### config.mk
export PLATFORM = sky130hd
export DESIGN_NAME = sha256_id_arbiter
export DESIGN_NICKNAME = d
export VERILOG_FILES = /design/src/rtl/sha256_id_arbiter.sv
export SDC_FILE = /design/constraint.sdc
export NUM_CORES = 1
export LEC_CHECK = 0
export BUFFER_PORTS_ARGS = -buffer_cell sky130_fd_sc_hd__buf_2
export CORE_MARGIN = 4
export CORE_UTILIZATION = 54
export CTS_BUF_LIST = sky130_fd_sc_hd__clkbuf_8
export DETAILED_ROUTE_END_ITERATION = 8
export PLACE_DENSITY = 0.86
export SYNTH_ARGS = -nofsm -noshare
export SYNTH_HDL_FRONTEND = slang
export SYNTH_SLANG_ARGS = --single-unit
### constraint.sdc
create_clock -name clk -period 5.85 [get_ports clk]
set_clock_uncertainty 0.2 [all_clocks]
set_input_delay 0.585 -clock clk [delete_from_list [all_inputs] [get_ports clk]]
set_output_delay 0.585 -clock clk [all_outputs]
set_load 0.05 [all_outputs]
### src/rtl/sha256_id_arbiter.sv
// Round-robin distributor of the SHA-256 packet-ID stream to NUM_REQ consumers.
// Define SHA256_ID_ARB_STATS_EN to add per-requester 8-bit handshake counters (grant_count).
module sha256_id_arbiter #(
  parameter  int ID_W    = 6,
  parameter  int NUM_REQ = 3,
  localparam int IDX_W   = $clog2(NUM_REQ)
) (
  input  logic               clk,
  input  logic               nrst,
  input  logic               en,
  input  logic               sync_rst,
  input  logic [ID_W-1:0]    id_in,
  input  logic               id_in_last,
  input  logic               id_in_valid,
  output logic               id_in_ready,
  input  logic [NUM_REQ-1:0] req,
  output logic [ID_W-1:0]    id_out,
  output logic               id_out_last,
  output logic [NUM_REQ-1:0] id_out_valid,
  input  logic [NUM_REQ-1:0] id_out_ready,
  output logic [IDX_W-1:0]   grant_idx,
  output logic               busy
`ifdef SHA256_ID_ARB_STATS_EN
  ,
  output logic [NUM_REQ*8-1:0] grant_count
`endif
);

  typedef enum logic [1:0] {
    ST_ARB  = 2'b01,
    ST_HOLD = 2'b10
  } state_t;

  state_t             state_r;
  state_t             state_nxt_s;
  logic [IDX_W-1:0]   ptr_r;
  logic [IDX_W-1:0]   winner_s;
  logic [IDX_W:0]     cand_s;
  logic               accept_s;
  logic               take_s;
  logic               state_legal_s;

  assign accept_s      = id_in_valid & id_in_ready;
  assign take_s        = (state_r == ST_HOLD) & en & id_out_ready[grant_idx];
  assign state_legal_s = (state_r == ST_ARB) | (state_r == ST_HOLD);

  // Round-robin search from ptr+1 upward; the lowest offset is visited last so it wins.
  always_comb begin
    winner_s = '0;
    cand_s   = '0;
    for (int i = NUM_REQ; i >= 1; i--) begin
      cand_s   = {1'b0, ptr_r} + (IDX_W+1)'(i);
      cand_s   = (cand_s >= (IDX_W+1)'(NUM_REQ)) ? cand_s - (IDX_W+1)'(NUM_REQ) : cand_s;
      winner_s = req[cand_s[IDX_W-1:0]] ? cand_s[IDX_W-1:0] : winner_s;
    end
  end

  // State register; an illegal encoding recovers to ARB even while frozen.
  always_ff @(posedge clk or negedge nrst) begin
    if (!nrst) begin
      state_r <= ST_ARB;
    end else if (sync_rst) begin
      state_r <= ST_ARB;
    end else if (en || !state_legal_s) begin
      state_r <= state_nxt_s;
    end
  end

  // Next-state decode.
  always_comb begin
    state_nxt_s = ST_ARB;
    case (state_r)
      ST_ARB:  state_nxt_s = accept_s ? ST_HOLD : ST_ARB;
      ST_HOLD: state_nxt_s = take_s ? ST_ARB : ST_HOLD;
      default: state_nxt_s = ST_ARB;
    endcase
  end

  // Outputs decoded from the state register.
  always_comb begin
    id_in_ready = (state_r == ST_ARB) & en & (|req);
    busy        = (state_r == ST_HOLD);
  end

  // Held ID, one-hot valid, grant index and round-robin pointer.
  always_ff @(posedge clk or negedge nrst) begin
    if (!nrst) begin
      id_out       <= '0;
      id_out_last  <= 1'b0;
      id_out_valid <= '0;
      grant_idx    <= '0;
      ptr_r        <= IDX_W'(NUM_REQ - 1);
    end else if (sync_rst) begin
      id_out       <= '0;
      id_out_last  <= 1'b0;
      id_out_valid <= '0;
      grant_idx    <= '0;
      ptr_r        <= IDX_W'(NUM_REQ - 1);
    end else if (en) begin
      if (accept_s) begin
        id_out       <= id_in;
        id_out_last  <= id_in_last;
        id_out_valid <= {{(NUM_REQ-1){1'b0}}, 1'b1} << winner_s;
        grant_idx    <= winner_s;
      end else if (take_s) begin
        id_out_valid <= '0;
        ptr_r        <= grant_idx;
      end
    end
  end

`ifdef SHA256_ID_ARB_STATS_EN
  // Per-requester completed-handshake counters, wrapping at 8 bits.
  always_ff @(posedge clk or negedge nrst) begin
    if (!nrst) begin
      grant_count <= '0;
    end else if (sync_rst) begin
      grant_count <= '0;
    end else if (take_s) begin
      grant_count[int'(grant_idx)*8 +: 8] <= grant_count[int'(grant_idx)*8 +: 8] + 8'd1;
    end
  end
`endif

endmodule

**After elaboration in Yosys (flattened, before gate mapping)**

Index checks and enable logic that the tools add are counted.

- Register bits: 16
- Input port bits: 18
- Output and inout bits: 14
- Logic and storage cells: 76

- $add $sub $neg: 6
- $lt $le $gt $ge: 7
- Equality and inequality tests: 3
- Shifts and indexed selects: 1
- Muxes and demuxes: 36
- Bitwise gates (word level): 6
- Reductions and logical operators: 11

Operators with widths:

| cell | number |
|---|---|
| $mux W2 | 17 |
| $mux W6 | 3 |
| $lt A2 B3 Y1 const B | 4 |
| $mux W3 | 4 |
| $ge A3 B2 Y1 const B | 3 |
| $bmux W1 S2 | 4 |
| $reduce_bool A2 Y1 | 4 |
| $mux W1 | 7 |
| $add A2 B2 Y3 const B | 2 |
| $sub A2 B2 Y2 const B | 3 |
| $and A1 B1 Y1 | 5 |
| $pmux W2 S2 | 1 |
| $reduce_and A2 Y1 | 2 |
| $add A2 B1 Y3 const B | 1 |
| $reduce_and A3 Y1 | 1 |
| $reduce_bool A3 Y1 | 1 |
| $reduce_or A3 Y1 | 1 |
| $shl A1 B2 Y3 const A | 1 |
| $eq A2 B1 Y1 const B | 1 |
| $eq A2 B2 Y1 const B | 1 |
| $ne A2 B2 Y1 const B | 1 |
| $logic_not A1 Y1 | 1 |
| $logic_or A1 B1 Y1 | 1 |
| $or A1 B1 Y1 | 1 |

**Depth between registers and ports, before layout**

- Depth in word-level cells: 12
- Depth in mapped cells: 7
- Depth with buffers taken out: 6

**Least setup slack after synthesis**

OpenSTA, ideal clock, no wires.

- Kind: register to register
- Start: reg state_r[0]
- End: reg ptr_r[1]
- Library setup time: 82 ps
- Arrival: 1857 ps
- Required time: 5568 ps
- Setup slack: 3712 ps
- Cell stages (with the launch flop): 7
- Path buffers: 0
- Clock period less this slack: 2138 ps
- Cells stage by stage: dfstp_2 -> inv_1 -> ha_1 -> and4b_1 -> a2bb2oi_1 -> nor2_1 -> o31a_1

- Elaborated cells between the ends (all ways): 10
- Classes of those cells: eq/ne (3); bitwise (5); reduce/logical (2)

RTL lines:

| what | RTL line | RTL |
|---|---|---|
| start: declaration | 34 | `state_t state_r;` |
| start signal: assignment | 65 | `state_r <= state_nxt_s;` |
| $eq A2 B2 Y1 | -- |  |
| via busy | 22 | `output logic busy` |
| $and A1 B1 Y1 (2 in series) | 44 | `assign take_s = (state_r == ST_HOLD) & en & id_out_ready[grant_idx];` |
| $reduce_bool A2 Y1 (no line) | -- |  |
| $reduce_and A3 Y1 (no line) | -- |  |
| end signal: assignment | 92 | `ptr_r <= IDX_W'(NUM_REQ - 1);` |
| end signal: assignment | 98 | `ptr_r <= IDX_W'(NUM_REQ - 1);` |
| end signal: assignment | 107 | `ptr_r <= grant_idx;` |
| end: declaration | 36 | `logic [IDX_W-1:0] ptr_r;` |

The timed path passes the listed nets, and every way through them passes these cells.
A chain may end at the register's enable or synchronous reset.

**Final worst setup path**

- Start: reg state_r[0]
- End: out id_in_ready

- Word-level cells in the longest chain between the ends: 3

Ends and longest elaborated chain:

| what | RTL line | RTL |
|---|---|---|
| $eq A2 B1 Y1 | 81 | `id_in_ready = (state_r == ST_ARB) & en & (\|req);` |
| $and A1 B1 Y1 (2 in series) | 81 |  |
| end: declaration | 15 | `output logic id_in_ready,` |

No other way between the ends.

==> results.yml <==
status:
  run_status: "finished, final reports clean"
setup_path:
  crit_chain: "ha_1 -> o311a_4 -> buf_2"
  max_stage_delay_ns: 0.55
  cp.required_ns: 5.07
  rrSetupSlack_ns: 3.74
  cp.arrival_ns: 1.45
  r2r_cells: 6
  crit_family: "flip-flops"
  worstSetupPathType: "reg -> out"
  r2r-end: "id_out_valid[0]"
  cp_slowest_cell: "dfstp_2"
  start_kind: "flip-flop"
  crit_fanout: 3
  end_kind: "output pin"
  critical_path_buf_inv_count: 1
  worst_r2r_startpoint: "ptr_r[1]"
synth:
  syn_avg_cell_area_um2: 9.20
  ys_dominant_reg_cell: "dfrtp_1"
  ys_seq_area_share_pct: 45.2
  synth_top_family_by_area: "compound AO/OA/AOI/OAI gates"
  synth_xor_area_share_pct: 0
  syn_area_um2: 892
  ys_ff_latch: 16
  synth-simple-area-share_pct: 20.1
  synth_nets: 120
  yosys_warnings: 0
  synth.area.mux_share_pct: 2.24
  synthAdderAreaFrac_pct: 7.01
  postSynthCellCount: 97
  async_reset_ff_share_pct: 100
  synth_compound_area_share_pct: 20.6
  synth_edf_count: 0
  synth_cell_types: 29
power_and_ir_drop:
  power_density_nw_per_um2: 245
  swShare_pct: 29.0
  pwr-share-clk_pct: 36.7
  power_frac_comb_pct: 19.4
  power_frac_seq_pct: 43.9
  switchingPower_uw: 78.7
  p_leak_uw: 0.000563
  ir_drop_mv: 0.178
  p_int_uw: 192
grt:
  antenna_found_initial: 0
  grt_pass1_vias: 790
  overflow: 0
  grt_usage_pct: 18.8
  grt_first_pass_wirelength_um: 3530
  grt_max_degree: 19
timing:
  setup_tns_ns: 0
  worst_pin_slew_ns: 0.503
  holdWs_ns: 0.0339
  period_share_pct: 38.3
  fmax_mhz: 447
  slew_violations: 0
  fin_crit_ns: 2.24
  setup_viol: 0
  max-slew-margin-rel_pct: 66.4
  hold_viol: 0
  rsz0062_at_grt: "no"
clocking:
  cts.root.buffer_cell: "clkbuf_8"
  cts_tree: "built"
  clkSinkCount: 16
  cts_buffers: 3
  clock_latency_ns: 0.25
  clk_pin_slew_ns: 0.06
  clockBufferDepth: 2
  cts_htree_levels: 1
  cts_setup_buffers: 0
  cts.repair.resized: 0
  cts_hold_buffers: 0
drt:
  first_pass_iters: 4
  wirelength_um: 2010
  postRouteAntennaNets: 0
  drtIter0Drc: 11
  vias: 818
  viasPerCell: 5.68
  drc_errors: 0
  avgRoutedWirePerCell_um: 13.9
floorplan:
  rows: 14
  die-height_um: 48.6
  initial_core_util_pct: 57.9
  die_area_um2: 2370
  coreArea_um2: 1540
  dieWidth_um: 48.6
  pin_count: 32
placed_design:
  place_area_um2: 1050
  gp_congestion: 0.745
  dpl.hpwl_um: 1490
  io_buffers: 31
layout:
  drive_gt1_share_pct: 30.5
  fin_util_pct: 71.7
  area_delta_synth_final_pct: 23.8
  antenna_cells: 0
  fin_area_um2: 1100
  fin_nets: 152
min_path:
  hold_path.class: "in -> async"
run:
  maxCapViolations: 0
==> cells in the mapped netlist (3+ instances only) <==
master	number	area share, %
nand2_1	18	7.6
a21oi_1	13	7.3
ha_1	5	7.0
inv_1	7	2.9
dfrtp_1	14	39
nand3_1	4	2.2
nand2b_1	5	3.5
nor2_1	3	1.3
==> power groups by stage <==
stage	registers [uW]	logic (uW)	clock network [uW]
finish	119	52.6	99.4
global route	120	57.4	107
CTS	119	53.1	102
detailed placement	121	52.7	0
global placement	121	51.5	0
floorplan	133	23.8	0
==> cells by family (layout without fill, tap and decap cells) <==
kind of cell    Yosys count  after routing
flops                    16             16
buf+inv                  11             42
fa+ha+maj                 5              5
simple gates             36             36
mux                       2              2
compound gates           27             27
==> through the flow <==
step | instances | power (uW) | worst slack, ns
3_3_place_gp | 140 | 172 | 3.73
2_1_floorplan | 97 | 157 | 3.71
3_5_place_dp | 140 | 174 | 3.71
6_report | 144 | 271 | 3.61
5_1_grt | 144 | 284 | 3.55
4_1_cts | 144 | 274 | 3.60
==> layer usage <==
layer  share of wire (%)  up-vias  GRT usage [%]
li1                    -      400              -
met1                  43      393           23.0
met2                  50       19           30.0
met3                 4.0        6           4.29
met4                 2.2        0           10.8
met5                   0        -              0
==> flip-flops by register name, summed over array words and instances, names as in the netlist <==
name and flops:
id_out 6, id_out_valid 3, grant_idx 2, ptr_r 2, state_r 2, id_out_last 1
==> final cells by class <==
class / instances / area, um^2
sequential: 16 / 403
multi-input combinational: 70 / 445
clock buffer: 4 / 55.1
inverter: 7 / 26.3
fill: 114 / 437
timing repair buffer: 31 / 155
tap: 16 / 20.0
==> worst max path at each step <==
stage	from	end	cells after the start	slack (ns)
after floorplan	state_r[0]	ptr_r[1]	6	3.71
after global placement	req[0]	ptr_r[1]	5	3.73
after CTS	state_r[0]	id_in_ready	3	3.60
after detailed placement	req[0]	ptr_r[1]	5	3.71
final	state_r[0]	id_in_ready	3	3.61
after global routing	state_r[0]	id_in_ready	3	3.55
==> cell usage in the layout (no fill, tap or decap), types with 3 or more instances in the layout <==
master / count
buf_2: 31
nand2b_1: 5
nand2_1: 18
dfrtp_1: 14
nor2_1: 3
ha_1: 5
inv_1: 7
clkbuf_8: 4
nand3_1: 4
a21oi_1: 13
(Power assumes the default switching activity.)
